`src/rtl/alu_pkg.sv`:
```
// Shared opcode and FSM encodings for the sequential ALU and its multiplier.
package alu_pkg;

  localparam logic [2:0] OP_ADD   = 3'b000;
  localparam logic [2:0] OP_SUB   = 3'b001;
  localparam logic [2:0] OP_AND   = 3'b010;
  localparam logic [2:0] OP_OR    = 3'b011;
  localparam logic [2:0] OP_MUL   = 3'b100;
  localparam logic [2:0] OP_PASSA = 3'b101;
  localparam logic [2:0] OP_PASSB = 3'b110;
  localparam logic [2:0] OP_XOR   = 3'b111;

  typedef enum logic [1:0] {
    ST_IDLE = 2'd0,
    ST_BUSY = 2'd1,
    ST_HOLD = 2'd2
  } state_e;

endpackage

```
`src/rtl/seq_mul_unit.sv`:
```
// Iterative shift-add multiplier: one multiplier bit per cycle, LSB first.
// done is asserted in the last iteration cycle with product already final.
module seq_mul_unit
  import alu_pkg::*;
#(
  parameter int WIDTH = 4,
  parameter int CNT_W = $clog2(WIDTH) + 1
) (
  input  logic               clk,
  input  logic               rst,
  input  logic               start,
  input  logic [WIDTH-1:0]   a,
  input  logic [WIDTH-1:0]   b,
  output logic               done,
  output logic [2*WIDTH-1:0] product
);

  logic               busy_q;
  logic [CNT_W-1:0]   cnt_q;
  logic [2*WIDTH-1:0] mcand_q;
  logic [WIDTH-1:0]   mplier_q;
  logic [2*WIDTH-1:0] acc_q, acc_d;

  // Product is exposed combinationally so the top can register it on the final edge.
  assign acc_d   = acc_q + (mplier_q[0] ? mcand_q : '0);
  assign done    = busy_q && (cnt_q == CNT_W'(WIDTH - 1));
  assign product = acc_d;

  always_ff @(posedge clk or posedge rst) begin
    if (rst) begin
      busy_q   <= 1'b0;
      cnt_q    <= '0;
      mcand_q  <= '0;
      mplier_q <= '0;
      acc_q    <= '0;
    end else if (start) begin
      busy_q   <= 1'b1;
      cnt_q    <= '0;
      mcand_q  <= {{WIDTH{1'b0}}, a};
      mplier_q <= b;
      acc_q    <= '0;
    end else if (busy_q) begin
      acc_q    <= acc_d;
      mcand_q  <= mcand_q << 1;
      mplier_q <= mplier_q >> 1;
      if (done) begin
        busy_q <= 1'b0;
        cnt_q  <= '0;
      end else begin
        cnt_q <= cnt_q + 1'b1;
      end
    end
  end

endmodule

```
`src/rtl/seq_alu.sv`:
```
// Registered 8-op ALU with valid/ready on both sides; MUL runs on the iterative unit.
// out_valid is the HOLD state; single-cycle ops can hand off on the same edge.
module seq_alu
  import alu_pkg::*;
#(
  parameter  int WIDTH = 4,
  localparam int CNT_W = $clog2(WIDTH) + 1
) (
  input  logic               clk,
  input  logic               rst,
  input  logic               in_valid,
  output logic               in_ready,
  input  logic [WIDTH-1:0]   a,
  input  logic [WIDTH-1:0]   b,
  input  logic [2:0]         s,
  output logic               out_valid,
  input  logic               out_ready,
  output logic [2*WIDTH-1:0] y,
  output logic               zero,
  output logic               carry
);

  state_e             state_q, state_d;
  logic [2*WIDTH-1:0] y_q, y_d;
  logic               zero_q, zero_d;
  logic               carry_q, carry_d;

  logic               accept, is_mul;
  logic               mul_done;
  logic [2*WIDTH-1:0] mul_product;
  logic [2*WIDTH-1:0] ea, eb, sum, diff, alu_y;
  logic               alu_c;

  assign accept = in_valid && in_ready;
  assign is_mul = (s == OP_MUL);

  seq_mul_unit #(.WIDTH(WIDTH), .CNT_W(CNT_W)) u_mul (
    .clk     (clk),
    .rst     (rst),
    .start   (accept && is_mul),
    .a       (a),
    .b       (b),
    .done    (mul_done),
    .product (mul_product)
  );

  always_ff @(posedge clk or posedge rst) begin
    if (rst) state_q <= ST_IDLE;
    else     state_q <= state_d;
  end

  always_comb begin
    state_d = state_q;
    case (state_q)
      ST_IDLE: if (accept) state_d = is_mul ? ST_BUSY : ST_HOLD;
      ST_BUSY: if (mul_done) state_d = ST_HOLD;
      ST_HOLD: begin
        if (out_ready) begin
          if (accept) state_d = is_mul ? ST_BUSY : ST_HOLD;
          else        state_d = ST_IDLE;
        end
      end
      default: state_d = ST_IDLE;
    endcase
  end

  always_comb begin
    in_ready  = (state_q == ST_IDLE) || ((state_q == ST_HOLD) && out_ready);
    out_valid = (state_q == ST_HOLD);
  end

  // Operands zero-extended to the result width; SUB wraps modulo 2^(2*WIDTH).
  assign ea   = {{WIDTH{1'b0}}, a};
  assign eb   = {{WIDTH{1'b0}}, b};
  assign sum  = ea + eb;
  assign diff = ea - eb;

  always_comb begin
    alu_y = '0;
    alu_c = 1'b0;
    case (s)
      OP_ADD:   begin alu_y = sum;  alu_c = sum[WIDTH]; end
      OP_SUB:   begin alu_y = diff; alu_c = (a < b);    end
      OP_AND:   alu_y = ea & eb;
      OP_OR:    alu_y = ea | eb;
      OP_PASSA: alu_y = ea;
      OP_PASSB: alu_y = eb;
      OP_XOR:   alu_y = ea ^ eb;
      default:  alu_y = '0;
    endcase
  end

  always_comb begin
    y_d     = y_q;
    zero_d  = zero_q;
    carry_d = carry_q;
    if (accept && !is_mul) begin
      y_d     = alu_y;
      zero_d  = (alu_y == '0);
      carry_d = alu_c;
    end else if (mul_done) begin
      y_d     = mul_product;
      zero_d  = (mul_product == '0);
      carry_d = 1'b0;
    end
  end

  always_ff @(posedge clk or posedge rst) begin
    if (rst) begin
      y_q     <= '0;
      zero_q  <= 1'b0;
      carry_q <= 1'b0;
    end else begin
      y_q     <= y_d;
      zero_q  <= zero_d;
      carry_q <= carry_d;
    end
  end

  assign y     = y_q;
  assign zero  = zero_q;
  assign carry = carry_q;

endmodule

```
`config.mk`:
```
export PLATFORM = sky130hd
export DESIGN_NAME = seq_alu
export DESIGN_NICKNAME = d
export VERILOG_FILES = /design/src/rtl/alu_pkg.sv /design/src/rtl/seq_mul_unit.sv /design/src/rtl/seq_alu.sv
export SDC_FILE = /design/constraint.sdc
export NUM_CORES = 1
export LEC_CHECK = 0
export BUFFER_PORTS_ARGS = -buffer_cell sky130_fd_sc_hd__clkbuf_2
export CAP_MARGIN = 20
export CORE_ASPECT_RATIO = 2
export CORE_MARGIN = 5
export CORE_UTILIZATION = 35
export CTS_CLUSTER_DIAMETER = 150
export DETAILED_ROUTE_END_ITERATION = 16
export PLACE_DENSITY = 0.64
export RECOVER_POWER = 50
export SYNTH_ARGS = -nofsm -noshare
export SYNTH_HDL_FRONTEND = slang
export SYNTH_SLANG_ARGS = --single-unit
export TNS_END_PERCENT = 50
```
`constraint.sdc`:
```
create_clock -name clk -period 2.5 [get_ports clk]
set_input_delay 0.5 -clock clk [delete_from_list [all_inputs] [get_ports clk]]
set_output_delay 0.5 -clock clk [all_outputs]
set_load 0.005 [all_outputs]
```
==> impl_metrics.py, run 1 <==
metrics = {
    "clock_tree": {
        "cts_sinks": 36,
        "cts_buffers": 5,
        "h-tree-depth": 2,
        "insertion_delay_ns": 0.28,
        "cts_max_path_buffers": 2,
        "clock-root-buffer": "clkbuf_16",
        "cts_tree": "done",
        "clk_pin_slew_ns": 0.06,
    },
    "die": {
        "dieArea_sq_mm": 0.00924,
        "rows": 44,
        "io_pins": 27,
        "start_util_pct": 35.6,
        "die_x_um": 70.5,
        "coreArea_sq_mm": 0.00721,
        "die_h_um": 131,
    },
    "worst_setup_path": {
        "reg2reg_depth": 9,
        "cp_num_cells": 9,
        "critPathArrivalTime_ns": 2.75,
        "rrSetupSlack_ns": -0.03,
        "cp-start-kind": "flip-flop",
        "path_class": "reg -> reg",
        "critPathLaunch": "u_mul.mcand_q[0]",
        "reg2reg_to": "zero",
        "max_stage_delay_ns": 0.44,
        "slowest_stage": "or4_4",
        "path_delay_family": "simple AND/OR/NAND/NOR gates",
        "rr_startpoint": "u_mul.mcand_q[0]",
        "cp-end-kind": "flip-flop",
        "crit_required_ns": 2.73,
        "crit_chain": "and2_4 > ha_4 > fa_2 > a21o_1 > a21oi_2 > xnor2_1 > or4_4 > nor4b_4 > a211o_1",
        "critPathBufInv": 0,
        "critPathMaxFanout": 3,
    },
    "hold_path": {
        "hp-class": "in -> async",
    },
    "cells_and_area": {
        "drive_gt1_share_pct": 19.3,
        "fin_cells": 413,
        "layout-area-overhead-vs-synth_pct": 20.4,
        "design_area_sq_mm": 0.00309,
        "mostFrequentLayoutCells": "36 x dfrtp_1, 32 x nand2_1, 25 x nor2_1, 23 x mux2i_1, 22 x clkbuf_2",
        "n_fill_cell": 707,
        "nets": 358,
        "final_common_cell": "dfrtp_1",
        "diodes": 0,
    },
    "global_route": {
        "first_global_vias": 2247,
        "overflow": 0,
        "antenna_found_initial": 0,
        "grt_pass1_wl_mm": 10.3,
        "grt_max_degree": 37,
        "track_usage_pct": 14.2,
    },
    "power_and_ir_drop": {
        "power.total_mw": 2.87,
        "peakVddDrop_uv": 391,
        "power_density_mw_per_mm2": 930,
        "p_leak_nw": 1.49,
        "sw_frac_of_total_pct": 35.5,
        "p_sw_mw": 1.02,
        "pwr-share-comb_pct": 42.8,
        "p_seq_share_pct": 32.5,
        "clock_power_share_pct": 24.7,
        "internal_power_mw": 1.85,
    },
    "synth": {
        "async_flop_share_pct": 100,
        "yosysWarnings": 0,
        "netlist_area_sq_mm": 0.00256,
        "ys_types": 51,
        "synth.avg_cell_area_sq_um": 9.03,
        "ys_seq_area_share_pct": 35.1,
        "syn-num-nets": 322,
        "synth-seq-cells": 36,
        "synth_area_leaders": "dfrtp_1 35%, ha_1 9.8%, mux2i_1 9.0%",
        "synth_top_area_share_pct": 35.1,
        "synth_top_area_cell": "dfrtp_1",
        "netlist_instances": 284,
        "synth_edf_count": 0,
        "synth_ff_type": "dfrtp_1",
    },
    "sta": {
        "fin_crit_sh_pct": 101,
        "finalCriticalPeriod_ns": 2.53,
        "setup_viol": 1,
        "setup_ws_ns": -0.0257,
        "hold_ws_ns": 0.459,
        "tns_ns": -0.0257,
        "slew_violations": 0,
        "fmax_ghz": 0.396,
        "hold_viol": 0,
        "fin_skew_ns": 0.00265,
        "tightest_slew_ns": 0.903,
        "relSlewSlack_pct": 39.8,
    },
    "drt": {
        "wl_per_cell_um": 15.6,
        "drtIter0Drc": 82,
        "dr.pass1.iters": 4,
        "totalWireLength_mm": 6.45,
        "postRouteAntennaNets": 0,
        "vias": 2162,
        "drc": 0,
        "drt-vias-per-instance": 5.23,
    },
    "run_status": {
        "status": "finished, violations left",
        "violations": "setup timing",
    },
    "place": {
        "dp_hpwl_mm": 4.79,
        "dp_cells": 402,
        "port_buffers": 26,
        "finalWeightedCongestion": 0.846,
        "placed_cell_area_sq_mm": 0.00285,
    },
    "job": {
        "drv_cap": 0,
    },
}
-- cells by family after synthesis --
| group | synth area share [%] |
|---|---|
| xor+xnor | 3.95 |
| mux | 9.41 |
| fa+ha+maj | 12.1 |
| flops | 35.1 |
| buf+inv | 4.29 |
| compound gates | 16.0 |
| simple gates | 19.2 |
-- power by group through the flow --
stage | clock network [mW] | registers [mW] | logic (mW)
after floorplan | 0 | 0.913 | 0.785
after global placement | 0 | 0.937 | 1.14
after detailed placement | 0 | 0.943 | 1.16
after CTS | 0.717 | 0.933 | 1.17
after global routing | 0.734 | 0.966 | 1.34
final | 0.708 | 0.935 | 1.23
-- what timing repair did --
item | CTS | global route
setup buffers | 0 | 3
resized for setup | 1 | 10
hold endpoints to repair | 0 | 0
pin swaps | 0 | 10
hold buffers | 0 | 0
endpoints found under the setup margin | 1 | 1
-- metal layers --
layer  wire length [um]  vias up  GRT usage (%)
li1                   -     1054              -
met1               2320     1038           12.9
met2               3620       44           27.8
met3                152       26           1.98
met4                360        0           10.2
met5                  0        -              0
-- synth_stat cells, types with 2 or more instances --
library cell	instances
xnor2_1	6
nand2b_1	5
fa_1	3
dfrtp_1	36
and3_1	6
ha_1	20
a31oi_1	2
o22ai_1	2
nor2b_1	4
nand3b_1	4
a211o_1	2
xor2_1	3
buf_1	2
nand3_1	3
a211oi_1	2
and2_1	7
inv_1	11
a21o_1	2
o21ai_0	11
nor2_1	25
o21bai_1	4
mux2i_1	23
buf_2	4
a21oi_1	22
clkbuf_1	7
nand2_1	32
o21ai_1	12
-- how the worst max path moves through the flow --
stage	endpoint
2_1_floorplan	zero
3_3_place_gp	zero
3_5_place_dp	zero
4_1_cts	zero
5_1_grt	zero
6_report	zero
-- final cells by class --
type | count | area, sq um | area share [%]
Clock buffer | 6 | 129 | 4.17
Clock inverter | 2 | 35.0 | 1.13
Inverter | 12 | 45.0 | 1.46
Multi-Input combinational cell | 222 | 1610 | 52.1
Sequential cell | 36 | 901 | 29.2
Tap cell | 92 | 115 | 3.73
Timing Repair Buffer | 43 | 253 | 8.18
-- registers in the layout, indices dropped and copies added (netlist names) --
register        count
u_mul.acc_q         8
u_mul.mcand_q       8
y                   8
u_mul.mplier_q      4
u_mul.cnt_q         3
state_q             2
carry               1
u_mul.busy_q        1
zero                1
-- worst reg2reg max path: cells and delay by family (launching register included) --
kind | cells | cell delay, ns
AOI/OAI and AO/OA | 3 | 0.52
and+or+nand+nor | 3 | 0.89
xor gates and xnor gates | 1 | 0.13
DFF | 1 | 0.38
adders and majority gates | 2 | 0.55
-- per-stage QoR --
step	util, %	setup WS, ns
after detailed placement	39.5	-0.00504
after global placement	39.5	0.0252
after CTS	41.8	0.0151
after floorplan	-	0.0456
after global routing	42.8	-0.0935
final	42.8	-0.0257
(Power assumes the default switching activity.)
==> run 2: changes to the inputs <==
--- a/config.mk
+++ b/config.mk
@@ -5,7 +5,7 @@
 export SDC_FILE = /design/constraint.sdc
 export NUM_CORES = 1
 export LEC_CHECK = 0
-export BUFFER_PORTS_ARGS = -buffer_cell sky130_fd_sc_hd__clkbuf_2
+export BUFFER_PORTS_ARGS = -buffer_cell sky130_fd_sc_hd__buf_2
 export CAP_MARGIN = 20
 export CORE_ASPECT_RATIO = 2
 export CORE_MARGIN = 5
==> run 2 against run 1 <==
Effect of this change:
- the run now ends clean
- utilization down 1.4 points
- combinational power fell by 7%
- sequential share of layout area up 0.96 points
- power fell by 3.3%
- largest power group unchanged
==> impl_metrics.py, run 2 (synthesis results as in run 1) <==
metrics = {
    "die": {
        "start_util_pct": 35.6,
        "die_x_um": 70.5,
        "io_pins": 27,
        "rows": 44,
        "die_h_um": 131,
        "dieArea_sq_mm": 0.00924,
        "coreArea_sq_mm": 0.00721,
    },
    "cells_and_area": {
        "final_common_cell": "dfrtp_1",
        "layout-area-overhead-vs-synth_pct": 16.5,
        "n_fill_cell": 720,
        "register_area_sq_um": 901,
        "multi_input_area_sq_mm": 0.00156,
        "fin_util_pct": 41.4,
        "nets": 352,
        "drive_gt1_share_pct": 16.5,
        "diodes": 0,
        "mostFrequentLayoutCells": "36 x dfrtp_1, 32 x nand2_1, 25 x nor2_1, 23 x mux2i_1, 22 x buf_2",
    },
    "sta": {
        "fin_crit_sh_pct": 96.0,
        "tightest_slew_ns": 0.898,
        "setup_viol": 0,
        "slew_violations": 0,
        "setup_ws_ns": 0.101,
        "fmax_ghz": 0.417,
        "finalCriticalPeriod_ns": 2.40,
        "fin_skew_ns": 0.00314,
        "hold_viol": 0,
        "relSlewSlack_pct": 40.1,
    },
    "worst_setup_path": {
        "critPathBufInv": 0,
        "cp-end-kind": "flip-flop",
        "path_delay_family": "simple AND/OR/NAND/NOR gates",
        "critPathArrivalTime_ns": 2.63,
        "slowest_stage": "or4_4",
        "path_class": "reg -> reg",
        "max_stage_delay_ns": 0.48,
        "rr_startpoint": "u_mul.mplier_q[0]",
        "critPathMaxFanout": 3,
        "crit_required_ns": 2.73,
        "reg2reg_depth": 9,
        "cp-start-kind": "flip-flop",
        "reg2reg_to": "zero",
        "cp_num_cells": 9,
        "rrSetupSlack_ns": 0.10,
        "crit_chain": "and2_1 > ha_2 > fa_2 > a21o_1 > a21oi_2 > xnor2_1 > or4_4 > nor4b_2 > a211o_1",
    },
    "drt": {
        "wl_per_cell_um": 15.4,
        "totalWireLength_mm": 6.28,
        "dr.pass1.iters": 4,
        "vias": 2112,
        "drt-vias-per-instance": 5.19,
        "drtIter0Drc": 59,
        "drc": 0,
        "postRouteAntennaNets": 0,
    },
    "clock_tree": {
        "cts_hold_buf": 0,
        "h-tree-depth": 2,
        "cts_sinks": 36,
        "cts_buffers": 5,
        "clk_pin_slew_ns": 0.06,
        "cts_tree": "done",
        "cts_max_path_buffers": 2,
        "insertion_delay_ns": 0.29,
        "clock-root-buffer": "clkbuf_16",
        "post_cts_buffers": 0,
    },
    "power_and_ir_drop": {
        "peakVddDrop_uv": 391,
        "power_density_mw_per_mm2": 930,
        "power.total_mw": 2.78,
        "p_leak_nw": 1.45,
    },
    "global_route": {
        "overflow": 0,
        "antenna_found_initial": 0,
        "track_usage_pct": 14.4,
        "first_global_vias": 2232,
        "grt_pass1_wl_mm": 10.4,
        "grt_max_degree": 37,
    },
    "job": {
        "drv_cap": 0,
    },
    "run_status": {
        "status": "completed",
    },
    "place": {
        "finalWeightedCongestion": 0.862,
        "place_ws_ns": 0.00711,
        "port_buffers": 26,
        "dp_hpwl_mm": 4.81,
    },
    "hold_path": {
        "hp-class": "in -> async",
    },
}
==> run 2: layout make-up <==
type / count / area share, %
inverter: 12 / 1.51
clock inverter: 2 / 1.17
multi-input combinational: 222 / 52.2
tap: 92 / 3.85
clock buffer: 6 / 4.31
timing repair buffer: 37 / 6.86
sequential: 36 / 30.1
==> run 2: layer usage <==
layer  GRT usage, %  vias to the layer above  wire [um]
li1               -                     1039          -
met1           13.6                     1017       2280
met2           28.1                       39       3530
met3           1.91                       17        173
met4           9.63                        0        298
met5              0                        -          0
==> run 2: power breakdown <==
part           total [mW]  internal, mW  switching (mW)
combinational        1.14         0.534           0.608
sequential          0.929         0.798           0.131
clock               0.708         0.469           0.239
total                2.78          1.80           0.979
==> run 2: how the worst max path moves through the flow <==
stage,startpoint,end,slack (ns)
floorplan,u_mul.mplier_q[0],zero,0.05
global placement,u_mul.mcand_q[0],zero,0.03
detailed placement,u_mul.mplier_q[0],zero,0.007
CTS,u_mul.mplier_q[0],zero,0.04
global route,u_mul.mplier_q[0],zero,-0.02
finish,u_mul.mplier_q[0],zero,0.10
==> run 2: what timing repair did <==
action / CTS / global route
endpoints found under the hold margin: 0 / 0
gates cloned: 0 / 0
pin swaps: 0 / 2
gates resized for setup: 1 / 2
setup endpoints to repair: 1 / 1
==> run 2: per-stage QoR <==
step	TNS [ns]	area (sq um)	hold slack, ns	std cells
4_1_cts	0	2990	0.327	407
2_1_floorplan	0	2560	0.477	284
6_report	0	2990	0.474	407
3_3_place_gp	0	2830	0.495	399
3_5_place_dp	0	2830	0.508	399
5_1_grt	-0.0179	2990	0.527	407
==> run 2: tightest hold or removal path, delay by kind of cell <==
family	cells	cell delay [ns]
buf+inv	3	0.81
